### config.mk
export PLATFORM = sky130hd
export DESIGN_NAME = alu_issue
export DESIGN_NICKNAME = d
export VERILOG_FILES = /design/src/rtl/alu_pkg.sv /design/src/rtl/regfile_8x16.sv /design/src/rtl/alu_issue.sv
export SDC_FILE = /design/constraint.sdc
export NUM_CORES = 1
export LEC_CHECK = 0
export CELL_PAD_IN_SITES_DETAIL_PLACEMENT = 1
export CELL_PAD_IN_SITES_GLOBAL_PLACEMENT = 1
export CORE_AREA = 3 3 156 158
export CTS_BUF_LIST = sky130_fd_sc_hd__clkbuf_8
export CTS_CLUSTER_DIAMETER = 50
export DETAILED_ROUTE_END_ITERATION = 10
export DIE_AREA = 0 0 159 161
export PLACE_DENSITY_LB_ADDON = 0.2
export SLEW_MARGIN = 25
export SYNTH_ARGS = -nofsm -noshare
export SYNTH_HDL_FRONTEND = slang
export SYNTH_SLANG_ARGS = --single-unit
export TNS_END_PERCENT = 5
### constraint.sdc
create_clock -name clk -period 5.6 [get_ports clk]
set_input_delay 1.68 -clock clk [delete_from_list [all_inputs] [get_ports clk]]
set_output_delay 1.68 -clock clk [all_outputs]
set_load 0.005 [all_outputs]
### src/rtl/alu_pkg.sv
`default_nettype none
// ============================================================================
//  Module      : alu_pkg
//  Description : Shared opcodes, flag indices, sequencer states and
//                instruction field helpers for the ALU issue sequencer.
//  Revision    : 1.0 - initial release
// ============================================================================
package alu_pkg;

    localparam int INSTR_W = 16;

    localparam logic [3:0] OP_NOP = 4'd0;
    localparam logic [3:0] OP_ADD = 4'd1;
    localparam logic [3:0] OP_SUB = 4'd2;
    localparam logic [3:0] OP_MUL = 4'd3;
    localparam logic [3:0] OP_DIV = 4'd4;
    localparam logic [3:0] OP_OR  = 4'd5;
    localparam logic [3:0] OP_AND = 4'd6;
    localparam logic [3:0] OP_NOT = 4'd7;
    localparam logic [3:0] OP_XOR = 4'd8;
    localparam logic [3:0] OP_CMP = 4'd9;

    localparam int FL_C  = 0;
    localparam int FL_V  = 1;
    localparam int FL_DZ = 2;

    typedef enum logic [1:0] {
        IDLE = 2'd0,
        EXEC = 2'd1,
        WB   = 2'd2
    } state_t;

    function automatic logic [3:0] instr_op(input logic [INSTR_W-1:0] instr);
        return instr[15:12];
    endfunction

    function automatic logic [2:0] instr_rd(input logic [INSTR_W-1:0] instr);
        return instr[11:9];
    endfunction

    function automatic logic [2:0] instr_rs(input logic [INSTR_W-1:0] instr);
        return instr[8:6];
    endfunction

    function automatic logic [2:0] instr_rt(input logic [INSTR_W-1:0] instr);
        return instr[5:3];
    endfunction

    // Opcodes 1..9 update architectural state; everything else is a NOP.
    function automatic logic is_arch_op(input logic [3:0] op);
        return (op >= OP_ADD) && (op <= OP_CMP);
    endfunction

endpackage : alu_pkg
`default_nettype wire

### src/rtl/regfile_8x16.sv
`default_nettype none
// ============================================================================
//  Module      : regfile_8x16
//  Description : 8-entry register file, one synchronous write port, two
//                asynchronous operand reads and one debug read. r0 is
//                hardwired to zero and silently drops writes.
//  Revision    : 1.0 - initial release
// ============================================================================
module regfile_8x16 #(
    parameter int DATA_W = 16
) (
    input  logic              clk,
    input  logic              rst_n,
    input  logic              we,
    input  logic [2:0]        waddr,
    input  logic [DATA_W-1:0] wdata,
    input  logic [2:0]        raddr_a,
    output logic [DATA_W-1:0] rdata_a,
    input  logic [2:0]        raddr_b,
    output logic [DATA_W-1:0] rdata_b,
    input  logic [2:0]        dbg_addr,
    output logic [DATA_W-1:0] dbg_data
);

    logic [DATA_W-1:0] w_regs [8];

    for (genvar i = 0; i < 8; i++) begin : g_reg
        if (i == 0) begin : g_zero
            assign w_regs[i] = '0;
        end else begin : g_store
            logic [DATA_W-1:0] r_q;

            // Storage for one architectural register.
            always_ff @(posedge clk or negedge rst_n) begin
                if (!rst_n) begin
                    r_q <= '0;
                end else if (we && (waddr == 3'(i))) begin
                    r_q <= wdata;
                end
            end

            assign w_regs[i] = r_q;
        end
    end

    assign rdata_a  = w_regs[raddr_a];
    assign rdata_b  = w_regs[raddr_b];
    assign dbg_data = w_regs[dbg_addr];

endmodule : regfile_8x16
`default_nettype wire

### src/rtl/alu_issue.sv
`default_nettype none
// ============================================================================
//  Module      : alu_issue
//  Description : Single-issue sequencer feeding an external 16-bit ALU.
//                IDLE accepts a preload or an instruction, EXEC samples the
//                ALU result, WB commits it to the register file and the
//                architectural flag / HI registers.
//  Revision    : 1.0 - initial release
// ============================================================================
module alu_issue
    import alu_pkg::*;
#(
    parameter int DATA_W = 16
) (
    input  logic              clk,
    input  logic              rst_n,
    input  logic              in_valid,
    output logic              in_ready,
    input  logic [15:0]       in_instr,
    input  logic              ld_valid,
    output logic              ld_ready,
    input  logic [2:0]        ld_addr,
    input  logic [DATA_W-1:0] ld_data,
    output logic [DATA_W-1:0] alu_a,
    output logic [DATA_W-1:0] alu_b,
    output logic [3:0]        alu_ins,
    input  logic [DATA_W-1:0] alu_out,
    input  logic [DATA_W-1:0] alu_hi,
    input  logic [2:0]        alu_flags,
    output logic              done,
    output logic              err,
    output logic [2:0]        flags_q,
    output logic [DATA_W-1:0] hi_q,
    input  logic [2:0]        dbg_addr,
    output logic [DATA_W-1:0] dbg_data
);

    state_t            r_state;
    state_t            w_next_state;
    logic [3:0]        r_op;
    logic [2:0]        r_rd;
    logic [DATA_W-1:0] r_res_q;
    logic [DATA_W-1:0] r_hi_t;
    logic [2:0]        r_fl_t;

    logic              w_accept;
    logic              w_arch_op;
    logic              w_div_err;
    logic              w_we;
    logic [2:0]        w_waddr;
    logic [DATA_W-1:0] w_wdata;
    logic [DATA_W-1:0] w_rs_data;
    logic [DATA_W-1:0] w_rt_data;

    assign w_arch_op = is_arch_op(r_op);
    assign w_div_err = (r_op == OP_DIV) && r_fl_t[FL_DZ];

    // Operands are read combinationally from the incoming instruction so they
    // are captured on the accepting edge, ahead of any later writeback.
    regfile_8x16 #(
        .DATA_W (DATA_W)
    ) u_regfile (
        .clk      (clk),
        .rst_n    (rst_n),
        .we       (w_we),
        .waddr    (w_waddr),
        .wdata    (w_wdata),
        .raddr_a  (instr_rs(in_instr)),
        .rdata_a  (w_rs_data),
        .raddr_b  (instr_rt(in_instr)),
        .rdata_b  (w_rt_data),
        .dbg_addr (dbg_addr),
        .dbg_data (dbg_data)
    );

    // State register.
    always_ff @(posedge clk or negedge rst_n) begin
        if (!rst_n) begin
            r_state <= IDLE;
        end else begin
            r_state <= w_next_state;
        end
    end

    // Next-state, handshakes and the shared write port (preload in IDLE,
    // writeback in WB, so the two never collide).
    always_comb begin
        w_next_state = r_state;
        in_ready     = 1'b0;
        ld_ready     = 1'b0;
        done         = 1'b0;
        err          = 1'b0;
        w_accept     = 1'b0;
        w_we         = 1'b0;
        w_waddr      = ld_addr;
        w_wdata      = ld_data;
        case (r_state)
            IDLE: begin
                ld_ready = 1'b1;
                in_ready = !ld_valid;
                if (ld_valid) begin
                    w_we = 1'b1;
                end else if (in_valid) begin
                    w_accept     = 1'b1;
                    w_next_state = EXEC;
                end
            end
            EXEC: begin
                w_next_state = WB;
            end
            WB: begin
                done = 1'b1;
                err  = w_div_err;
                if (w_arch_op && !w_div_err) begin
                    w_we    = 1'b1;
                    w_waddr = r_rd;
                    w_wdata = r_res_q;
                end
                w_next_state = IDLE;
            end
            default: begin
                w_next_state = IDLE;
            end
        endcase
    end

    // Datapath: operand capture, ALU result sampling, flag/HI commit.
    always_ff @(posedge clk or negedge rst_n) begin
        if (!rst_n) begin
            r_op    <= OP_NOP;
            r_rd    <= '0;
            alu_a   <= '0;
            alu_b   <= '0;
            alu_ins <= OP_NOP;
            r_res_q <= '0;
            r_hi_t  <= '0;
            r_fl_t  <= '0;
            flags_q <= '0;
            hi_q    <= '0;
        end else begin
            if (w_accept) begin
                r_op    <= instr_op(in_instr);
                r_rd    <= instr_rd(in_instr);
                alu_a   <= w_rs_data;
                alu_b   <= w_rt_data;
                alu_ins <= instr_op(in_instr);
            end
            if (r_state == EXEC) begin
                r_res_q <= alu_out;
                r_hi_t  <= alu_hi;
                r_fl_t  <= alu_flags;
            end
            if ((r_state == WB) && w_arch_op) begin
                flags_q <= r_fl_t;
                if (r_op == OP_MUL) begin
                    hi_q <= r_hi_t;
                end
            end
        end
    end

endmodule : alu_issue
`default_nettype wire

==> parameters.txt <==
Parameter                              Value

Drt
  Final Routed Wirelength ... 32.9 mm
  Post-DR wirelength/cell ... 24.2 um
  First-pass DRT Iterations ... 5
  Antenna Nets Post-Route ... 0
  DRC viols ... 0
  Per-cell via count in the routed design ... 6.03
  Vias after detailed routing ... 8178
  Number of DRC markers in iteration 0 ... 424

Clocking
  Number of levels in the clock H-tree ... 2
  CTS buffer count ... 38
  Clock tree buffer depth ... 3
  CTS sink cnt ... 207
  Clock tree from TritonCTS ... done
  Root buf cell ... sky130_fd_sc_hd__clkbuf_8
  Count of hold buffers inserted by post-cts repair ... 0
  Number of setup buffers added after CTS ... 0
  Clock latency of the later-clocked register in the worst-skew pair ... 0.54 ns
  Post-cts sizing count ... 0
  Clock-pin slew reported for the worst setup and hold paths after clock tree synthesis ... 0.06 ns

Placement
  Post-detailed-placement half-perimeter wirelength ... 20.9 mm
  Number of buffer cells added on primary ports ... 148
  Weighted congestion reported at the end of routability-driven placement ... 0.791
  Total cell area at the placement stage ... 13000 sq um

Global routing
  Global-route usage over all layers ... 0.257
  Met2 global-route usage ... 0.447
  Routing usage on met3 ... 0.0610
  Maximum number of pins on one net before global-route repair ... 92
  Met1 usage in global routing ... 0.324
  Most Crowded Layer GR ... met2
  Grt total ovfl ... 0
  Global-route wire length before repair ... 52.2 mm
  Number of antenna violations at the first check in global routing ... 0
  Number of global-route vias before repair ... 8967

Pwr
  Leak pwr ... 5.43 nW
  Worst VDD drop ... 0.000245 V
  Overall power after layout ... 0.00620 W
  Pwr Density ... 451 nW/um^2

Synth
  Post-synthesis sequential element count ... 207
  Number of distinct library cell variants in the gate-level netlist after synthesis ... 42
  Number of enable flip-flop cells after synthesis ... 0
  Number of instances in the synthesized netlist ... 868
  Cell accounting for the most synthesized area ... sky130_fd_sc_hd__dfrtp_1
  Share of the synthesized area in the top cell type ... 0.462
  Synth warn ... 0
  Primary FF master, synth ... sky130_fd_sc_hd__dfrtp_1
  Leading cell types by total area after synthesis ... sky130_fd_sc_hd__dfrtp_1 (46%), sky130_fd_sc_hd__mux2_2 (22%), sky130_fd_sc_hd__mux4_2 (9.7%)
  Synthesized cell area ... 11200 sq um
  Sequential element share of the synthesized area ... 0.462
  Synthesized area per cell ... 12.9 sq um
  Share of flip-flops with an asynchronous set or reset after synthesis ... 1.00
  Mapped Nets ... 945

Min path
  Start point of the worst hold path ... r_fl_t[1]
  Hold Path Cell Cnt ... 2
  Type of the worst min-delay path ... reg -> reg
  Endpoint of the worst hold-timing path ... flags_q[1]

Setup path
  Critical path arrival ... 3.58 ns
  R2R Setup Slk ... 2.64 ns
  Crit. Startpoint ... dbg_addr[1]
  Kind of critical path ... in -> out
  Critical-path top delay cell ... sky130_fd_sc_hd__clkdlybuf4s50_1
  Launch instance of the worst register-to-register path ... r_op[3]
  Critical path launch point type ... input port
  Worst Path Max Fanout ... 16
  Path depth of the worst reg2reg path ... 6
  Cell occurring most often along the worst timing path ... sky130_fd_sc_hd__clkdlybuf4s50_1
  Delay-heaviest family, CP ... buffers and inverters
  Slowest Stage Delay on Critical Path ... 0.51 ns
  Number of buffers and inverters on the critical path ... 3
  Cell breakdown of the critical path ... clkdlybuf4s50_1 > buf_4 > mux4_2 > nand2_1 > o21ai_0 > clkdlybuf4s50_1
  Worst flop-to-flop path endpoint ... u_regfile.g_reg[1].g_store.r_q[3]
  Required time reported for the critical path endpoint ... 3.92 ns
  Worst Setup End Kind ... output pin

STA
  Number of max-slew violations in the final report ... 0
  Setup skew after layout ... 0.0147 ns
  Final total negative setup slack ... 0 ns
  Highest Clock Rate ... 190 MHz
  Normalized max-slew margin ... 0.341
  Setup repair after global routing missed its margin ... no
  Period minus WS final ... 5.26 ns
  Number of endpoints with negative hold slack in the final report ... 0
  Final worst-path cycle share ... 0.940
  Worst slew pin tran ... 0.985 ns
  Setup-violating endpoint count in the final report ... 0

Floorplanning
  FP Rows ... 56
  Die Ht ... 161 um
  Top-Level Pins ... 152
  Starting density of the core ... 0.481
  Die Area ... 25600 sq um
  Core region area ... 23300 sq um
  Width of the die ... 159 um

Cells and area
  Area Growth Syn to Fin ... 22.7%
  Area taken by flip-flops and latches ... 5180 sq um
  Final Core Density ... 0.591
  Final cell area excluding filler cells ... 13700 sq um
  Fraction of final layout cells sized beyond drive strength 1 ... 0.358
  ANT cells ... 0
  Area occupied by multi-input gates ... 5670 sq um
  Fill cells ... 2320
  Net count reported at finish ... 1090

Job
  Max-cap violation count ... 0

Outcome
  Outcome ... finished clean
-- cells by family (layout without fill, tap and decap cells) --
logic type / Yosys count / count (layout) / share of synthesized area
mux: 268 / 268 / 0.317
compound gates: 174 / 174 / 0.118
buf+inv: 78 / 248 / 0.0326
flops: 207 / 207 / 0.462
simple gates: 141 / 141 / 0.0696
-- stage by stage --
stage	cells	setup slack (ns)	hold slack, ns
after detailed placement	1292	0.303	0.463
after CTS	1357	0.334	0.471
final	1357	0.337	0.466
after global placement	1291	0.383	0.450
after floorplan	868	0.889	0.435
after global routing	1357	0.237	0.505
-- how the worst max path moves through the flow --
| stage | depth (start not counted) | endpoint | slack, ns |
|---|---|---|---|
| after CTS | 6 | dbg_data[3] | 0.33 |
| after detailed placement | 6 | dbg_data[3] | 0.30 |
| after global routing | 6 | dbg_data[3] | 0.24 |
| after floorplan | 5 | dbg_data[1] | 0.89 |
| after global placement | 6 | dbg_data[11] | 0.38 |
| final | 6 | dbg_data[11] | 0.34 |
-- synth_stat cells (12+ instances only) --
cell	instances
sky130_fd_sc_hd__mux2_2	217
sky130_fd_sc_hd__o31ai_1	31
sky130_fd_sc_hd__dfrtp_1	207
sky130_fd_sc_hd__nor2b_1	35
sky130_fd_sc_hd__a221oi_1	31
sky130_fd_sc_hd__mux4_2	48
sky130_fd_sc_hd__nand2_1	61
sky130_fd_sc_hd__buf_2	12
sky130_fd_sc_hd__a22oi_1	32
sky130_fd_sc_hd__nor3b_1	21
sky130_fd_sc_hd__o21ai_0	46
sky130_fd_sc_hd__clkbuf_1	48
-- layer usage --
| metal | share of wire | up-vias |
|---|---|---|
| met4 | 0.020 | 0 |
| li1 | - | 3606 |
| met2 | 0.50 | 249 |
| met1 | 0.42 | 4272 |
| met3 | 0.061 | 51 |
| met5 | 0 | - |
-- flip-flops by register name (all words and copies together) (netlist names), 3 cells and up --
name                     count
u_regfile.g.g_store.r_q    112
alu_a                       16
alu_b                       16
hi_q                        16
r_hi_t                      16
r_res_q                     16
r_op                         4
flags_q                      3
r_fl_t                       3
r_rd                         3
-- placed cells by master (no fill, tap or decap), types with 3 or more instances in the layout --
master                            instances
sky130_fd_sc_hd__o211ai_1                10
sky130_fd_sc_hd__buf_12                   4
sky130_fd_sc_hd__clkbuf_8                47
sky130_fd_sc_hd__o21ai_1                  5
sky130_fd_sc_hd__nand3b_1                 3
sky130_fd_sc_hd__nand2_1                 60
sky130_fd_sc_hd__inv_1                   18
sky130_fd_sc_hd__a21oi_1                  3
sky130_fd_sc_hd__clkdlybuf4s50_1        144
sky130_fd_sc_hd__o211ai_4                 6
sky130_fd_sc_hd__nor3_1                   3
sky130_fd_sc_hd__mux4_2                  48
sky130_fd_sc_hd__mux2_2                 217
sky130_fd_sc_hd__a21oi_2                  4
sky130_fd_sc_hd__a221oi_1                31
sky130_fd_sc_hd__buf_4                   30
sky130_fd_sc_hd__o31ai_1                 31
sky130_fd_sc_hd__mux2i_1                  3
sky130_fd_sc_hd__nor2_1                   5
sky130_fd_sc_hd__a22oi_1                 32
sky130_fd_sc_hd__nor3b_1                 21
sky130_fd_sc_hd__o21ai_0                 46
sky130_fd_sc_hd__dfrtp_1                207
sky130_fd_sc_hd__nor2b_1                 34
-- power breakdown --
| group | switching (W) | internal, W |
|---|---|---|
| combinational | 0.000798 | 0.00134 |
| sequential | 0.000564 | 0.00211 |
| clock | 0.000644 | 0.000741 |
-- area by class of cell --
type                            count  area share
Clock inverter                     19     0.00619
Tap cell                          319      0.0291
Clock buffer                       46      0.0461
Inverter                            3    0.000820
Multi-Input combinational cell    583       0.412
Timing Repair Buffer              180       0.128
Sequential cell                   207       0.377
-- tightest hold or removal path: stages, from the launching register on --
cell	delay, ns
sky130_fd_sc_hd__dfrtp_1	0.34
sky130_fd_sc_hd__nand2_1	0.05
sky130_fd_sc_hd__nand2_1	0.05
No activity file was read; power rests on OpenSTA's default activity.
